<file path="src/rtl/cnt_cmd_gen_pkg.sv">
// Shared types and defaults for the counting-game command stage.
package cnt_game_pkg;
    typedef enum logic [1:0] {
        IDLE = 2'd0,
        LOAD = 2'd1,
        RUN  = 2'd2,
        DONE = 2'd3
    } state_t;

    localparam int DEB_W_DEF        = 16;
    localparam int DEB_CYCLES_DEF   = 50000;
    localparam int ROUND_W_DEF      = 28;
    localparam int ROUND_CYCLES_DEF = 100_000_000;
endpackage

</file>
<file path="src/rtl/cnt_cmd_gen_if.sv">
// Button/switch inputs, counter pins and round status of the command stage.
interface cnt_cmd_gen_if;
    logic start_n;
    logic press_n;
    logic dir_sw;
    logic tc;
    logic ld;
    logic cnt;
    logic up;
    logic win;
    logic timeout;
    logic busy;

    modport master (
        input  start_n, press_n, dir_sw, tc,
        output ld, cnt, up, win, timeout, busy
    );
    modport slave (
        output start_n, press_n, dir_sw, tc,
        input  ld, cnt, up, win, timeout, busy
    );
endinterface

</file>
<file path="src/rtl/cnt_cmd_gen_debounce.sv">
// Raw active-low button -> synchronised, debounced level -> one-cycle press pulse.
module btn_debounce #(
    parameter int DEB_W      = 16,
    parameter int DEB_CYCLES = 50000
) (
    input  logic inter_clk,
    input  logic clr,
    input  logic btn_n,
    output logic fall
);
    localparam logic [DEB_W-1:0] DEB_LAST = DEB_W'(DEB_CYCLES - 1);

    logic             sync1, sync2, stable, stable_q;
    logic [DEB_W-1:0] dcnt;

    always_ff @(posedge inter_clk or negedge clr) begin
        if (!clr) begin
            sync1    <= 1'b1;
            sync2    <= 1'b1;
            stable   <= 1'b1;
            stable_q <= 1'b1;
            dcnt     <= '0;
        end else begin
            sync1    <= btn_n;
            sync2    <= sync1;
            stable_q <= stable;
            // Any return to the accepted level restarts the qualification window.
            if (sync2 == stable) begin
                dcnt <= '0;
            end else if (dcnt == DEB_LAST) begin
                stable <= sync2;
                dcnt   <= '0;
            end else begin
                dcnt <= dcnt + 1'b1;
            end
        end
    end

    assign fall = stable_q & ~stable;
endmodule

</file>
<file path="src/rtl/cnt_cmd_gen.sv">
// Command stage for ud_counter_block: button conditioning, round FSM, timer.
module cnt_cmd_gen
    import cnt_game_pkg::*;
#(
    parameter int DEB_W        = DEB_W_DEF,
    parameter int DEB_CYCLES   = DEB_CYCLES_DEF,
    parameter int ROUND_W      = ROUND_W_DEF,
    parameter int ROUND_CYCLES = ROUND_CYCLES_DEF
) (
    input logic           inter_clk,
    input logic           clr,
    cnt_cmd_gen_if.master bus
);
    localparam logic [ROUND_W-1:0] ROUND_LAST = ROUND_W'(ROUND_CYCLES - 1);

    state_t             state;
    logic [ROUND_W-1:0] timer;
    logic               start_ev, press_ev;

    btn_debounce #(.DEB_W(DEB_W), .DEB_CYCLES(DEB_CYCLES)) u_start (
        .inter_clk (inter_clk),
        .clr       (clr),
        .btn_n     (bus.start_n),
        .fall      (start_ev)
    );

    btn_debounce #(.DEB_W(DEB_W), .DEB_CYCLES(DEB_CYCLES)) u_press (
        .inter_clk (inter_clk),
        .clr       (clr),
        .btn_n     (bus.press_n),
        .fall      (press_ev)
    );

    always_ff @(posedge inter_clk or negedge clr) begin
        if (!clr) begin
            state       <= IDLE;
            timer       <= '0;
            bus.ld      <= 1'b0;
            bus.cnt     <= 1'b0;
            bus.up      <= 1'b1;
            bus.win     <= 1'b0;
            bus.timeout <= 1'b0;
            bus.busy    <= 1'b0;
        end else begin
            bus.ld  <= 1'b0;
            bus.cnt <= 1'b0;
            // Start wins everywhere except LOAD, including aborting a live round.
            if (start_ev && state != LOAD) begin
                state       <= LOAD;
                bus.ld      <= 1'b1;
                bus.up      <= bus.dir_sw;
                bus.win     <= 1'b0;
                bus.timeout <= 1'b0;
                bus.busy    <= 1'b1;
            end else begin
                case (state)
                    LOAD: begin
                        state <= RUN;
                        timer <= '0;
                    end
                    RUN: begin
                        timer <= timer + 1'b1;
                        // Presses coinciding with round end are dropped so the counter never passes terminal.
                        if (bus.tc) begin
                            state    <= DONE;
                            bus.win  <= 1'b1;
                            bus.busy <= 1'b0;
                        end else if (timer == ROUND_LAST) begin
                            state       <= DONE;
                            bus.timeout <= 1'b1;
                            bus.busy    <= 1'b0;
                        end else if (press_ev) begin
                            bus.cnt <= 1'b1;
                        end
                    end
                    default: ;
                endcase
            end
        end
    end
endmodule

</file>
<file path="src/flat_wrapper.sv">
// flat-port wrapper written by rule: the top's interface ports become plain ports
module cnt_cmd_gen_flat import cnt_game_pkg::*;
#(
    parameter int DEB_W        = DEB_W_DEF,
    parameter int DEB_CYCLES   = DEB_CYCLES_DEF,
    parameter int ROUND_W      = ROUND_W_DEF,
    parameter int ROUND_CYCLES = ROUND_CYCLES_DEF
)
  (inter_clk, clr, bus_start_n, bus_press_n, bus_dir_sw, bus_tc, bus_ld, bus_cnt, bus_up, bus_win, bus_timeout, bus_busy);
  cnt_cmd_gen_if bus_i ();
  input logic inter_clk;
  input logic clr;
  input wire logic [$bits(bus_i.start_n)-1:0] bus_start_n;
  input wire logic [$bits(bus_i.press_n)-1:0] bus_press_n;
  input wire logic [$bits(bus_i.dir_sw)-1:0] bus_dir_sw;
  input wire logic [$bits(bus_i.tc)-1:0] bus_tc;
  output wire logic [$bits(bus_i.ld)-1:0] bus_ld;
  output wire logic [$bits(bus_i.cnt)-1:0] bus_cnt;
  output wire logic [$bits(bus_i.up)-1:0] bus_up;
  output wire logic [$bits(bus_i.win)-1:0] bus_win;
  output wire logic [$bits(bus_i.timeout)-1:0] bus_timeout;
  output wire logic [$bits(bus_i.busy)-1:0] bus_busy;
  assign bus_i.start_n = bus_start_n;
  assign bus_i.press_n = bus_press_n;
  assign bus_i.dir_sw = bus_dir_sw;
  assign bus_i.tc = bus_tc;
  assign bus_ld = bus_i.ld;
  assign bus_cnt = bus_i.cnt;
  assign bus_up = bus_i.up;
  assign bus_win = bus_i.win;
  assign bus_timeout = bus_i.timeout;
  assign bus_busy = bus_i.busy;
  cnt_cmd_gen #(.DEB_W(DEB_W), .DEB_CYCLES(DEB_CYCLES), .ROUND_W(ROUND_W), .ROUND_CYCLES(ROUND_CYCLES)) u_core (.inter_clk(inter_clk), .clr(clr), .bus(bus_i));
endmodule
</file>
<file path="config.mk">
export PLATFORM = sky130hd
export DESIGN_NAME = cnt_cmd_gen_flat
export DESIGN_NICKNAME = d
export VERILOG_FILES = /design/src/rtl/cnt_cmd_gen_pkg.sv /design/src/rtl/cnt_cmd_gen_if.sv /design/src/rtl/cnt_cmd_gen_debounce.sv /design/src/rtl/cnt_cmd_gen.sv /design/src/flat_wrapper.sv
export SDC_FILE = /design/constraint.sdc
export NUM_CORES = 1
export LEC_CHECK = 0
export CAP_MARGIN = 15
export CORE_MARGIN = 4
export CORE_UTILIZATION = 55
export DETAILED_ROUTE_END_ITERATION = 16
export MAX_ROUTING_LAYER = met4
export PLACE_DENSITY = 0.76
export SYNTH_ARGS = -nofsm -noshare
export SYNTH_HDL_FRONTEND = slang
export SYNTH_SLANG_ARGS = --single-unit
</file>
<file path="constraint.sdc">
create_clock -name inter_clk -period 2.83 [get_ports inter_clk]
set_clock_uncertainty 0.05 [all_clocks]
set_input_delay 0.7075 -clock inter_clk [delete_from_list [all_inputs] [get_ports inter_clk]]
set_output_delay 0.7075 -clock inter_clk [all_outputs]
set_load 0.005 [all_outputs]
</file>
==> results of run 1 <==
-- metrics by stage --
stage / hold slack, ps / total power, mW / instances / setup slack (ps)
final: 304.2 / 1.963 / 469 / 378.6
after CTS: 308.1 / 1.981 / 469 / 400.5
after detailed placement: 297.9 / 1.175 / 453 / 395.2
after global placement: 296.1 / 1.174 / 453 / 551.9
after global routing: 310.5 / 2.044 / 469 / 138.0
after floorplan: 295.2 / 1.141 / 378 / 697.1
-- sequential cells by signal, summed over array words and instances, names as in the netlist, 2 cells and up --
signal and count:
u_core.u_press.dcnt 16, u_core.u_start.dcnt 16, u_core.state 2, u_core.timer 28
-- cell usage in the layout (no fill, tap or decap), types with 11 or more instances in the layout --
master,netlist,routed
dfrtp_1,67,67
nor2_1,35,35
nand2_1,27,27
nand3_1,24,24
xor2_1,19,19
nand4_1,19,19
a21oi_1,16,16
o21ai_0,15,15
nand2b_1,11,11
or4_1,11,11
-- worst reg2reg max path: cells and delay by family (launching register included) --
kind | cells | cell delay [ps]
buf+inv | 2 | 260
simple gates | 2 | 960
compound gates | 2 | 490
fa+ha+maj | 1 | 140
flops | 1 | 400
-- worst max path at each step --
stage	from	to	slack, ps
floorplan	u_core.state[0]	u_core.timer[21]	700
global placement	u_core.state[1]	u_core.timer[21]	550
detailed placement	u_core.state[1]	u_core.timer[24]	400
CTS	u_core.state[1]	u_core.timer[24]	400
global route	u_core.state[1]	u_core.timer[23]	140
finish	u_core.state[1]	u_core.timer[27]	380
-- area by class of cell --
cell class	instances	area [um2]	area share [%]
flip-flops and latches	76	1913	46.38
multi-input cells	276	1772	42.95
clock buffers	10	127.6	3.094
repair buffers	12	115.1	2.790
well taps	80	100.1	2.426
clock inverters	6	63.81	1.547
inverters	9	33.78	0.8189
-- metal layers --
layer | vias to the layer above | global-route usage, %
met5 | - | -
met4 | 0 | 7.286
met3 | 13 | 3.728
met2 | 79 | 28.88
met1 | 1437 | 29.26
li1 | 1414 | -
-- cell families (layout without fill, tap and decap cells) --
kind of cell             after synthesis  in the layout
XOR/XNOR                              29             29
buffers and inverters                 26             37
adder cells (fa/ha/maj)                5              5
multiplexers                           2              2
flip-flops                            76             76
AO/OA/AOI/OAI                         65             65
AND/OR/NAND/NOR                      175            175
-- report_power, final --
part	switching [mW]	leakage (nW)	internal (mW)
Combinational	0.0336	0.606	0.0133
Clock	0.403	0.0927	0.408
Sequential	0.00775	1.02	1.10
Total	0.444	1.72	1.52
==> flow_summary.ini, run 1 <==
[outcome]
outcome = complete, no violations

[routing]
drt-total-wl_mm = 7.611
viasPerCell = 6.275
drtPass1Iterations = 5
wl_per_cell_um = 16.23
post-route-drc-count = 0
highest_layer = met4
drt_iter0_drc = 274
met1Wirelength_mm = 3.661
routed-wl-met2_mm = 3.464
num_vias = 2943
ant_nets = 0
met3WireLength_um = 368

[place]
port_buffers = 11
post_dp_cell_area_um2 = 3934
place.gp.congestion = 0.8820
place_hpwl_mm = 5.053

[global_route]
overflow = 0
grt_usage_pct = 20.32
grt_pass1_wl_mm = 13.43
grt_antenna_before_repair = 0
grt_max_degree = 77
grt_pass1_vias = 2823

[clock_tree]
path_clk_slew_ps = 80
clock-sinks = 76
cts_buffers = 9
postCtsSetupBuffers = 0
hold_buffers = 0
cts_tree = yes
clk_path_buf_depth = 2
post_cts_resized = 0
clk_latency_ps = 340
clock-root-buffer = clkbuf_8
htree_levels = 3

[power]
pwr_density_cell_nw_per_um2 = 475.9
ir_drop_mv = 0.3875
leakagePower_nw = 1.719

[yosys]
synth_mux_area_share_pct = 0.5915
synth_edf_count = 0
synth_cells = 378
ys_seq_area_share_pct = 50.25
synth-adder-area-share_pct = 1.643
ys_seq_elements = 76
synth_top_flop_cell = dfrtp_1
synth_top_area_cell = dfrtp_1
synthArstFlopShare_pct = 100.0
ys_top_cells_by_count = dfrtp_1, nor2_1, nand2_1
synth_xor_area_share_pct = 6.671
ys_warn_count = 0
synthSimpleGateAreaFrac_pct = 25.86
synth_top_family_by_area = simple AND/OR/NAND/NOR gates
avgSynthCellArea_um2 = 10.07
syn-num-nets = 389
synth_top_area_share_pct = 44.04
synth_area_leaders = dfrtp_1, dfstp_2, xor2_1, nor2_1, nand3_1
synth_area_um2 = 3807
yosysMostFrequentCell = dfrtp_1
netlist-cell-type-count = 47
synth_compound_gate_area_share_pct = 11.76

[floorplan]
pin_count = 12
fp.dieW_um = 91.20
fp-row-count = 30
die-area_um2 = 8317
core_um2 = 6756
start_util_pct = 56.35
chipHeight_um = 91.20

[critical_path]
r2r-start = u_core.state[1]
rrSetupSlack_ps = 380
r2r_end = u_core.timer[27]
path_depth = 7
cp-end-kind = flop
worst_ep_required_time_ps = 2980
path_max_fanout = 15
crit_slowest_cell = or4_1
crit_buf_inv = 2
critPathTopFamily = simple AND/OR/NAND/NOR gates
rr_worst_depth = 7
slowest_delay_ps = 700
path_cells = inv_1 > ha_1 > or3b_1 > inv_2 > or4_1 > o311ai_1 > o41ai_1
arrival_ps = 2600
path_class = flop to flop
start_kind = flop

[final_layout]
nFillCells = 564
nets = 395
area_delta_synth_final_pct = 8.347
design_area_um2 = 4125
fin_util_pct = 61.06
n_antenna_cell = 0
drive_gt1_share_pct = 8.997

[min_path]
hold_path_class = flop to flop
hold_end = u_core.u_press.sync2
holdPathStages = 0
hold_start = u_core.u_press.sync1

[timing]
period_needed_ps = 2451
slew_violations = 0
rsz0062_at_grt = false
setup_tns_ps = 0
fmax_ghz = 0.4079
setup_viol = 0
worst_pin_slew_ps = 933.0
slew_headroom_pct = 37.80
hold_violations = 0
finalCritPeriodShare_pct = 86.62

[run]
cap_violations = 0
No activity file was read; power rests on OpenSTA's default activity.
==> inputs of run 2 (changes only) <==
--- a/config.mk
+++ b/config.mk
@@ -6,6 +6,7 @@
 export NUM_CORES = 1
 export LEC_CHECK = 0
 export CAP_MARGIN = 15
+export CORE_ASPECT_RATIO = 1.75
 export CORE_MARGIN = 4
 export CORE_UTILIZATION = 55
 export DETAILED_ROUTE_END_ITERATION = 16
==> flow_summary.ini, run 2 (same netlist as run 1, synthesis figures left out) <==
[critical_path]
slowest_delay_ps = 700
crit_slowest_cell = or4_1
cp-endpoint = u_core.timer[23]
cp-end-kind = flop
start_kind = flop
path_class = flop to flop
path_max_fanout = 15
path_cells = inv_1 > ha_1 > or3b_1 > inv_2 > or4_1 > o311ai_0 > o41ai_1
arrival_ps = 2610
worst_ep_required_time_ps = 2980
rrSetupSlack_ps = 370
crit_path_start = u_core.state[1]
r2r-start = u_core.state[1]
rr_worst_depth = 7
r2r_end = u_core.timer[23]

[global_route]
grt_antenna_before_repair = 0
met3_usage_pct = 3.162
grt_max_degree = 77
grtUsageMet1_pct = 24.13
gr-usage-met2_pct = 37.91
grt_usage_pct = 22.20
busiest_layer = met2
grt_pass1_vias = 3166
grt_pass1_wl_mm = 14.52
overflow = 0

[place]
post_dp_cell_area_um2 = 3936
place_hpwl_mm = 5.686
place.gp.congestion = 0.8972
dp_worst_setup_slack_ps = 371.0
port_buffers = 11

[clock_tree]
clk_latency_ps = 340
clock-root-buffer = clkbuf_16
cts_buffers = 9
clock-sinks = 76
post_cts_resized = 0
hold_buffers = 0
postCtsSetupBuffers = 0
cts_tree = yes
path_clk_slew_ps = 70
htree_levels = 3
clk_path_buf_depth = 2

[final_layout]
largest_reg_flops = 28
drive_gt1_share_pct = 9.254
nFillCells = 560
layout_common_cells = dfrtp_1, nor2_1, nand2_1, nand3_1
multi_input_area_um2 = 1772
area_delta_synth_final_pct = 11.27
nets = 395
n_antenna_cell = 0
layout_commonest_cell = dfrtp_1
design_area_um2 = 4237
reg_top3 = u_core.timer x28, u_core.u_press.dcnt x16, u_core.u_start.dcnt x16
final-seq-area_um2 = 1913
top_register = u_core.timer

[power]
ir_drop_mv = 0.5399
pwr_density_cell_nw_per_um2 = 542.9
totalPowerFinal_mw = 2.300
leakagePower_nw = 1.764

[floorplan]
core_um2 = 6636
start_util_pct = 57.37
pin_count = 12
fp-row-count = 39
fp.dieW_um = 70.90
chipHeight_um = 118.1
die-area_um2 = 8370

[timing]
setup_ws_ps = 367.1
setup_viol = 0
setup_tns_ps = 0
fmax_ghz = 0.4060
slew_violations = 0
finalCritPeriodShare_pct = 87.03
slew_headroom_pct = 37.44
worst_pin_slew_ps = 938.4
hold_violations = 0
rsz0062_at_grt = false
period_needed_ps = 2463

[routing]
drtPass1Iterations = 4
post-route-drc-count = 0
wl_per_cell_um = 17.14
drt-total-wl_mm = 8.072
num_vias = 2957
viasPerCell = 6.278
ant_nets = 0
drt_iter0_drc = 165

[run]
cap_violations = 0

[outcome]
outcome = complete, no violations

[min_path]
hold_path_class = flop to flop
[run 2: area by class of cell]
cell class              count  area share (%)
flip-flops and latches     76           45.16
clock buffers               9           5.316
repair buffers             12           2.717
well taps                  82           2.422
clock inverters             7           1.772
multi-input cells         276           41.82
inverters                   9          0.7974
[run 2: power by group]
group	internal, mW	total [mW]	switching, mW
clock network	0.685	1.14	0.460
logic	0.0134	0.0476	0.0342
registers	1.10	1.11	0.00870
total	1.80	2.30	0.503
[run 2: worst min path at each step]
stage | startpoint | end | depth (start not counted)
final | u_core.u_start.sync1 | u_core.u_start.sync2 | 0
after global routing | u_core.u_start.sync1 | u_core.u_start.sync2 | 0
after CTS | u_core.u_start.sync1 | u_core.u_start.sync2 | 0
after detailed placement | u_core.u_start.sync1 | u_core.u_start.sync2 | 0
after global placement | u_core.u_start.sync1 | u_core.u_start.sync2 | 0
after floorplan | u_core.u_press.sync1 | u_core.u_press.sync2 | 0
[run 2: critical path: cells and delay by family (launching register included)]
| family | cells | cell delay, ps |
|---|---|---|
| AO/OA/AOI/OAI | 2 | 490 |
| AND/OR/NAND/NOR | 2 | 990 |
| adder cells (fa/ha/maj) | 1 | 140 |
| flip-flops | 1 | 400 |
| buffers and inverters | 2 | 270 |
[run 2: stage by stage]
step | cells | hold WS (ps) | util (%)
2_1_floorplan | 378 | 295.2 | -
3_3_place_gp | 455 | 298.0 | 59.31
3_5_place_dp | 455 | 300.8 | 59.31
4_1_cts | 471 | 302.5 | 63.84
5_1_grt | 471 | 306.9 | 63.84
6_report | 471 | 297.2 | 63.84
[run 2: layer usage]
metal | vias up | part of all wire (%)
met5 | - | 0
met4 | 0 | 3.6
met3 | 25 | 2.2
met2 | 50 | 55
met1 | 1465 | 39
li1 | 1417 | -
==> inputs of run 3 (changes only) <==
--- a/config.mk
+++ b/config.mk
@@ -11,7 +11,7 @@
 export CORE_UTILIZATION = 55
 export DETAILED_ROUTE_END_ITERATION = 16
 export MAX_ROUTING_LAYER = met4
-export PLACE_DENSITY = 0.76
+export PLACE_DENSITY = 0.73
 export SYNTH_ARGS = -nofsm -noshare
 export SYNTH_HDL_FRONTEND = slang
 export SYNTH_SLANG_ARGS = --single-unit
==> flow_summary.ini, run 3 (same netlist as run 1, synthesis figures left out) <==
[routing]
ant_nets = 0
viasPerCell = 6.148
post-route-drc-count = 0
num_vias = 2902
drt-total-wl_mm = 8.061
drtPass1Iterations = 4
wl_per_cell_um = 17.08
drt_iter0_drc = 189

[timing]
hold_violations = 0
setup_tns_ps = 0
finalCritPeriodShare_pct = 88.33
worst_pin_slew_ps = 656.1
rsz0062_at_grt = false
slew_headroom_pct = 55.93
setup_viol = 0
period_needed_ps = 2500
slew_violations = 0
fmax_ghz = 0.4001

[critical_path]
path_max_fanout = 15
crit_buf_inv = 2
slowest_delay_ps = 700
arrival_ps = 2650
cp-end-kind = flop
worst_ep_required_time_ps = 2990
start_kind = flop
critPathTopFamily = simple AND/OR/NAND/NOR gates
path_cells = inv_1 > ha_1 > or3b_1 > inv_2 > or4_1 > o311ai_0 > o41ai_1
path_class = flop to flop
crit_slowest_cell = or4_1

[floorplan]
die-area_um2 = 8370
core_um2 = 6636
fp.dieW_um = 70.90
pin_count = 12
chipHeight_um = 118.1
fp-row-count = 39
start_util_pct = 57.37

[clock_tree]
clock-root-buffer = clkbuf_16
htree_levels = 3
cts_buffers = 9
clock-sinks = 76
post_cts_resized = 0
cts_tree = yes
hold_buffers = 0
postCtsSetupBuffers = 0
path_clk_slew_ps = 60
clk_path_buf_depth = 2
clk_latency_ps = 340

[global_route]
grt_pass1_vias = 3042
grt_pass1_wl_mm = 14.52
grt_max_degree = 77
overflow = 0
grt_antenna_before_repair = 0
grt_usage_pct = 22.33

[run]
cap_violations = 0

[place]
place_hpwl_mm = 5.556
place.gp.congestion = 0.8630
post_dp_cell_area_um2 = 3956
port_buffers = 11

[final_layout]
area_delta_synth_final_pct = 11.24
nets = 396
layout_commonest_cell = dfrtp_1
drive_gt1_share_pct = 9.231
design_area_um2 = 4235
reg_top3 = u_core.timer x28, u_core.u_press.dcnt x16, u_core.u_start.dcnt x16
largest_reg_flops = 28
n_antenna_cell = 0
layout_common_cells = dfrtp_1, nor2_1, nand2_1, nand3_1
top_register = u_core.timer

[power]
ir_drop_mv = 0.4138
pwr_density_cell_nw_per_um2 = 524.7
leakagePower_nw = 1.763

[min_path]
hold_path_class = flop to flop

[outcome]
outcome = complete, no violations
-- run 3: cell types whose count changed in the layout (fill, tap and decap cells not counted) --
cell / delta
buf_12: +1
bufinv_16: -1
clkbuf_1: +1
clkbuf_8: +1
clkinv_4: -1
-- run 3: power breakdown --
| part | internal, mW | switching, mW | leakage, nW | total, mW |
|---|---|---|---|---|
| Combinational | 0.0164 | 0.0342 | 0.615 | 0.0506 |
| Sequential | 1.10 | 0.00833 | 1.02 | 1.11 |
| Clock | 0.618 | 0.445 | 0.128 | 1.06 |
-- run 3: area by class of cell --
| cell class | count | area (um2) |
|---|---|---|
| Timing Repair Buffer | 13 | 135.1 |
| Inverter | 9 | 33.78 |
| Tap cell | 82 | 102.6 |
| Multi-Input combinational cell | 276 | 1772 |
| Fill cell | 558 | 2401 |
| Clock buffer | 11 | 242.7 |
| Sequential cell | 76 | 1913 |
| Clock inverter | 5 | 36.28 |
-- run 3: path summary, 6_finish.rpt --
| kind | slack, ps | from | depth (start not counted) | end |
|---|---|---|---|---|
| max | 330 | u_core.state[1] | 7 | u_core.timer[22] |
| min | 310 | u_core.u_start.sync1 | 0 | u_core.u_start.sync2 |
| max reg2reg | 330 | u_core.state[1] | 7 | u_core.timer[22] |
| min reg2reg | 310 | u_core.u_start.sync1 | 0 | u_core.u_start.sync2 |
| max in group asynchronous | 2030 | clr | 2 | u_core.u_press.sync1 |
| min in group asynchronous | 320 | clr | 2 | u_core.u_start.dcnt[13] |
-- run 3: through the flow --
stage	setup WS [ps]	power, mW	utilization (%)	hold slack, ps	instances
2_1_floorplan	697.1	1.141	-	295.2	378
3_3_place_gp	508.1	1.178	59.62	296.2	456
3_5_place_dp	387.8	1.180	59.62	298.8	456
4_1_cts	340.4	2.245	63.82	307.3	472
5_1_grt	71.20	2.308	63.82	313.9	472
6_report	330.3	2.222	63.82	305.6	472
-- run 3: routing by layer --
layer | share of wire [%] | GRT usage, % | vias to the layer above | wire length (um)
met1 | 41 | 25.15 | 1433 | 3286
met2 | 55 | 37.85 | 40 | 4427
met4 | 1.6 | 9.647 | 0 | 128
met5 | 0 | - | - | 0
li1 | - | - | 1417 | -
met3 | 2.7 | 4.444 | 12 | 219
==> RTL edit 1, RTL diff (settings of run 2) <==
`DEB_W_DEF`: 16 -> 32.
--- a/src/rtl/cnt_cmd_gen_pkg.sv
+++ b/src/rtl/cnt_cmd_gen_pkg.sv
@@ -8,5 +8,5 @@
     } state_t;
 
-    localparam int DEB_W_DEF        = 16;
+    localparam int DEB_W_DEF        = 32;
     localparam int DEB_CYCLES_DEF   = 50000;
     localparam int ROUND_W_DEF      = 28;
Check against the original RTL: no difference found for any inputs over 10 cycles, from zero or initial values; that may be too few to reach the edited logic, so the function may still have changed.
==> RTL edit 1 against run 2 <==
Fmax is 0.65% higher; final area is 46% higher; highest routed layer unchanged; power is 31% higher; synthesized area is 49% higher; sequential cell count is 32 higher; routed wire length is 55% higher; sequential share of layout area is 1.4 points lower; worst setup slack better by 0.016 ns.
==> RTL edit 1: results (changes against run 2) <==
* Status: complete, no violations (unchanged)
* Largest regs: u_core.u_press.dcnt: 32 flops, u_core.u_start.dcnt: 32 flops, u_core.timer: 28 flops (was u_core.timer: 28 flops, u_core.u_press.dcnt: 16 flops, u_core.u_start.dcnt: 16 flops)
* Placed wire-length estimate at 8.684 mm (was 5.686 mm)
* Non-Filler Instances at 726 (was 471)
* Post-synthesis share of cell area spent on full adders, half adders and majority gates at 1.106% (was 1.643%)
* Number of DRC markers in iteration 0 at 369 (was 165)
* Type of the most critical hold path: in2async (was reg2reg)
* Cell types occupying the most area after synthesis: sky130_fd_sc_hd__dfrtp_1, sky130_fd_sc_hd__nand4_1, sky130_fd_sc_hd__dfstp_2 (was sky130_fd_sc_hd__dfrtp_1, sky130_fd_sc_hd__dfstp_2, sky130_fd_sc_hd__xor2_1)
* Tot GR Track Use at 22.29% (was 22.20%)
* Length in cells of the worst reg-to-reg path at 6 (was 7)
* End of the critical path: u_core.timer[18]$_DFFE_PN0P_ (was u_core.timer[23]$_DFFE_PN0P_)
* Register area share after synthesis at 47.98% (was 50.25%)
* Total wire length after detailed routing at 12.49 mm (was 8.072 mm)
* Placed insts at 710 (was 455)
* Largest stage delay on the critical path at 0.67 ns (was 0.70 ns)
* Number of library cell types mapped by synthesis at 50 (was 47)
* Top fanout value on the critical path at 16 (was 15)
* XOR/XNOR Fraction of Synth Area at 4.800% (was 6.671%)
* Source of the critical timing path: u_core.state[0]$_DFFE_PN0P_ (was u_core.state[1]$_DFFE_PN0P_)
* Leakage power figure at 0.002416 µW (was 0.001764 µW)
* Wire length of the first global-routing pass at 21.36 mm (was 14.52 mm)
* Number of global-route vias before repair at 4803 (was 3166)
* Layout fillers at 850 (was 560)
* Share of synthesized area spent on multiplexers at 1.106% (was 0.5915%)
* Count of TritonRoute iterations in the first routing pass at 5 (was 4)
* Worst vdd ir at 0.3346 mV (was 0.5399 mV)
* Most frequent cells after synthesis: sky130_fd_sc_hd__dfrtp_1, sky130_fd_sc_hd__a21oi_1, sky130_fd_sc_hd__nor2_1 (was sky130_fd_sc_hd__dfrtp_1, sky130_fd_sc_hd__nor2_1, sky130_fd_sc_hd__nand2_1)
* Vias/cell at 6.559 (was 6.278)
* Pin count of the biggest net entering global routing at 44 (was 77)
* Cells after Synth at 594 (was 378)
* Reg2Reg Setup Slack at 0.38 ns (was 0.37 ns)
* Cell Rows at 48 (was 39)
* Share of the synthesized area in compound gates (AO/OA/AOI/OAI) at 12.72% (was 11.76%)
* Share of final-layout standard cells stronger than drive strength 1 at 7.820% (was 9.254%)
==> RTL edit 1: metrics by stage <==
step	instance area (µm²)	power [µW]	hold WS [ns]	setup WS, ns
after floorplan	5657	1616	0.2952	0.7770
after CTS	6206	3060	0.2705	0.4177
final	6206	3024	0.2596	0.3831
after global placement	5872	1667	0.2959	0.5419
after global routing	6206	3124	0.2955	0.2739
after detailed placement	5872	1672	0.2968	0.4476
==> RTL edit 1: power by group <==
part           internal (µW)  switching, µW
sequential              1550           10.2
combinational           20.5           53.9
clock                    809            575
total                   2380            639
==> RTL edit 1: per-layer routing <==
layer,vias up,global-route usage [%],part of all wire (%)
li1,2268,-,-
met1,2314,24.18,40
met2,139,37.96,52
met3,41,4.635,4.2
met4,0,11.93,3.8
met5,-,-,0
==> RTL edit 1: area by class of cell <==
class,instances,share of cell area [%]
multi-input cells,445,44.74
flip-flops and latches,108,43.73
clock buffers,10,3.851
repair buffers,18,2.782
well taps,125,2.520
clock inverters,6,1.532
inverters,14,0.8468
==> RTL edit 2, RTL diff (settings of run 2) <==
Made on the original files. Re-encode `state_t` (4 states) as one-hot, 4 bits wide.
--- a/src/rtl/cnt_cmd_gen_pkg.sv
+++ b/src/rtl/cnt_cmd_gen_pkg.sv
@@ -1,9 +1,9 @@
 // Shared types and defaults for the counting-game command stage.
 package cnt_game_pkg;
-    typedef enum logic [1:0] {
-        IDLE = 2'd0,
-        LOAD = 2'd1,
-        RUN  = 2'd2,
-        DONE = 2'd3
+    typedef enum logic [3:0] {
+        IDLE = 4'b0001,
+        LOAD = 4'b0010,
+        RUN  = 4'b0100,
+        DONE = 4'b1000
     } state_t;
 
Function: same outputs for any inputs over 10 cycles, from zero or initial values; not proved beyond that.
==> RTL edit 2 against run 2 <==
Routed wire length is 6.8% lower; critical path depth is 6 lower; synthesized area is 2.4% lower; sequential cell count is 2 higher; fmax is 17% higher; register-to-register slack better by 0.46 ns; worst hold slack better by 0.0079 ns; final area is 0.77% lower; worst setup slack better by 0.36 ns; largest cell class unchanged.
Power is not compared: it rests on default switching activity, and its combinational part moved more than twofold at a synthesized area within 25%.
==> RTL edit 2: results (changes against run 2) <==
* Pin count of the biggest net entering global routing at 48 (was 77)
* Detail Route met3 WL at 236 µm (was 181 µm)
* Drt wl/cell at 15.94 µm (was 17.14 µm)
* Clk_buf instances at 13 (was 9)
* Total wire length after detailed routing at 7.526 mm (was 8.072 mm)
* Post-Synthesis Net Count at 377 (was 389)
* Non-clock inverter count at 12 (was 9)
* Worst Setup Slack post-DPL at 0.6441 ns (was 0.3710 ns)
* Layout fillers at 540 (was 560)
* Clock sink total at 78 (was 76)
* End of the critical path: bus_up (was u_core.timer[23]$_DFFE_PN0P_)
* Slew headroom at 59.33% (was 37.44%)
* Global routing usage on met2 at 38.34% (was 37.91%)
* Finished Cell Area at 0.004204 mm² (was 0.004237 mm²)
* Register area share after synthesis at 52.86% (was 50.25%)
* Fraction of area in multi-input gates at 39.20% (was 41.82%)
* RD Place Congestion at 0.8029 (was 0.8972)
* Number of global-route vias before repair at 2947 (was 3166)
* ClkCell Share at 6.994% (was 7.088%)
* Multi-input combinational cell count at 269 (was 276)
* Smallest setup slack after layout at 0.7247 ns (was 0.3671 ns)
* Clock transition at the registers of the reported paths at 0.05 ns (was 0.07 ns)
* WP data arrival at 1.35 ns (was 2.61 ns)
* Top fanout value on the critical path at 2 (was 15)
* Critical register-to-register path endpoint: u_core.timer[15]$_DFFE_PN0P_ (was u_core.timer[23]$_DFFE_PN0P_)
* Wire length of the first global-routing pass at 13.54 mm (was 14.52 mm)
* Status: complete, no violations (unchanged)
* Flip-flop and latch share of the layout cell area at 46.73% (was 45.16%)
* Buffer share of cell area at 3.571% (was 2.717%)
* Post-synthesis share of cell area spent on full adders, half adders and majority gates at 1.010% (was 1.643%)
* Length in cells of the worst reg-to-reg path at 5 (was 7)
* Endpoint with the worst hold slack: u_core.u_press.sync2$_DFF_PN1_ (was u_core.u_start.sync2$_DFF_PN1_)
* Number of DRC markers in iteration 0 at 228 (was 165)
* Non-clock buffers at 15 (was 12)
* Average footprint of a synthesized cell at 10.10 µm² (was 10.07 µm²)
==> RTL edit 2: cell types whose count changed after synthesis, moves of 8 or more <==
cell / change
sky130_fd_sc_hd__nor2_1: +21
sky130_fd_sc_hd__a21oi_1: -10
sky130_fd_sc_hd__nand2b_1: -10
sky130_fd_sc_hd__xnor2_1: +10
sky130_fd_sc_hd__or4_1: -9
sky130_fd_sc_hd__o21ai_0: +8
sky130_fd_sc_hd__xor2_1: -8
==> RTL edit 2: worst reg2reg max path: stages (launching register included) <==
cell and delay (ns):
sky130_fd_sc_hd__dfrtp_1 0.43, sky130_fd_sc_hd__or4b_4 0.61, sky130_fd_sc_hd__nor2_8 0.27, sky130_fd_sc_hd__and2_2 0.27
sky130_fd_sc_hd__nand3_1 0.11, sky130_fd_sc_hd__mux2i_1 0.19
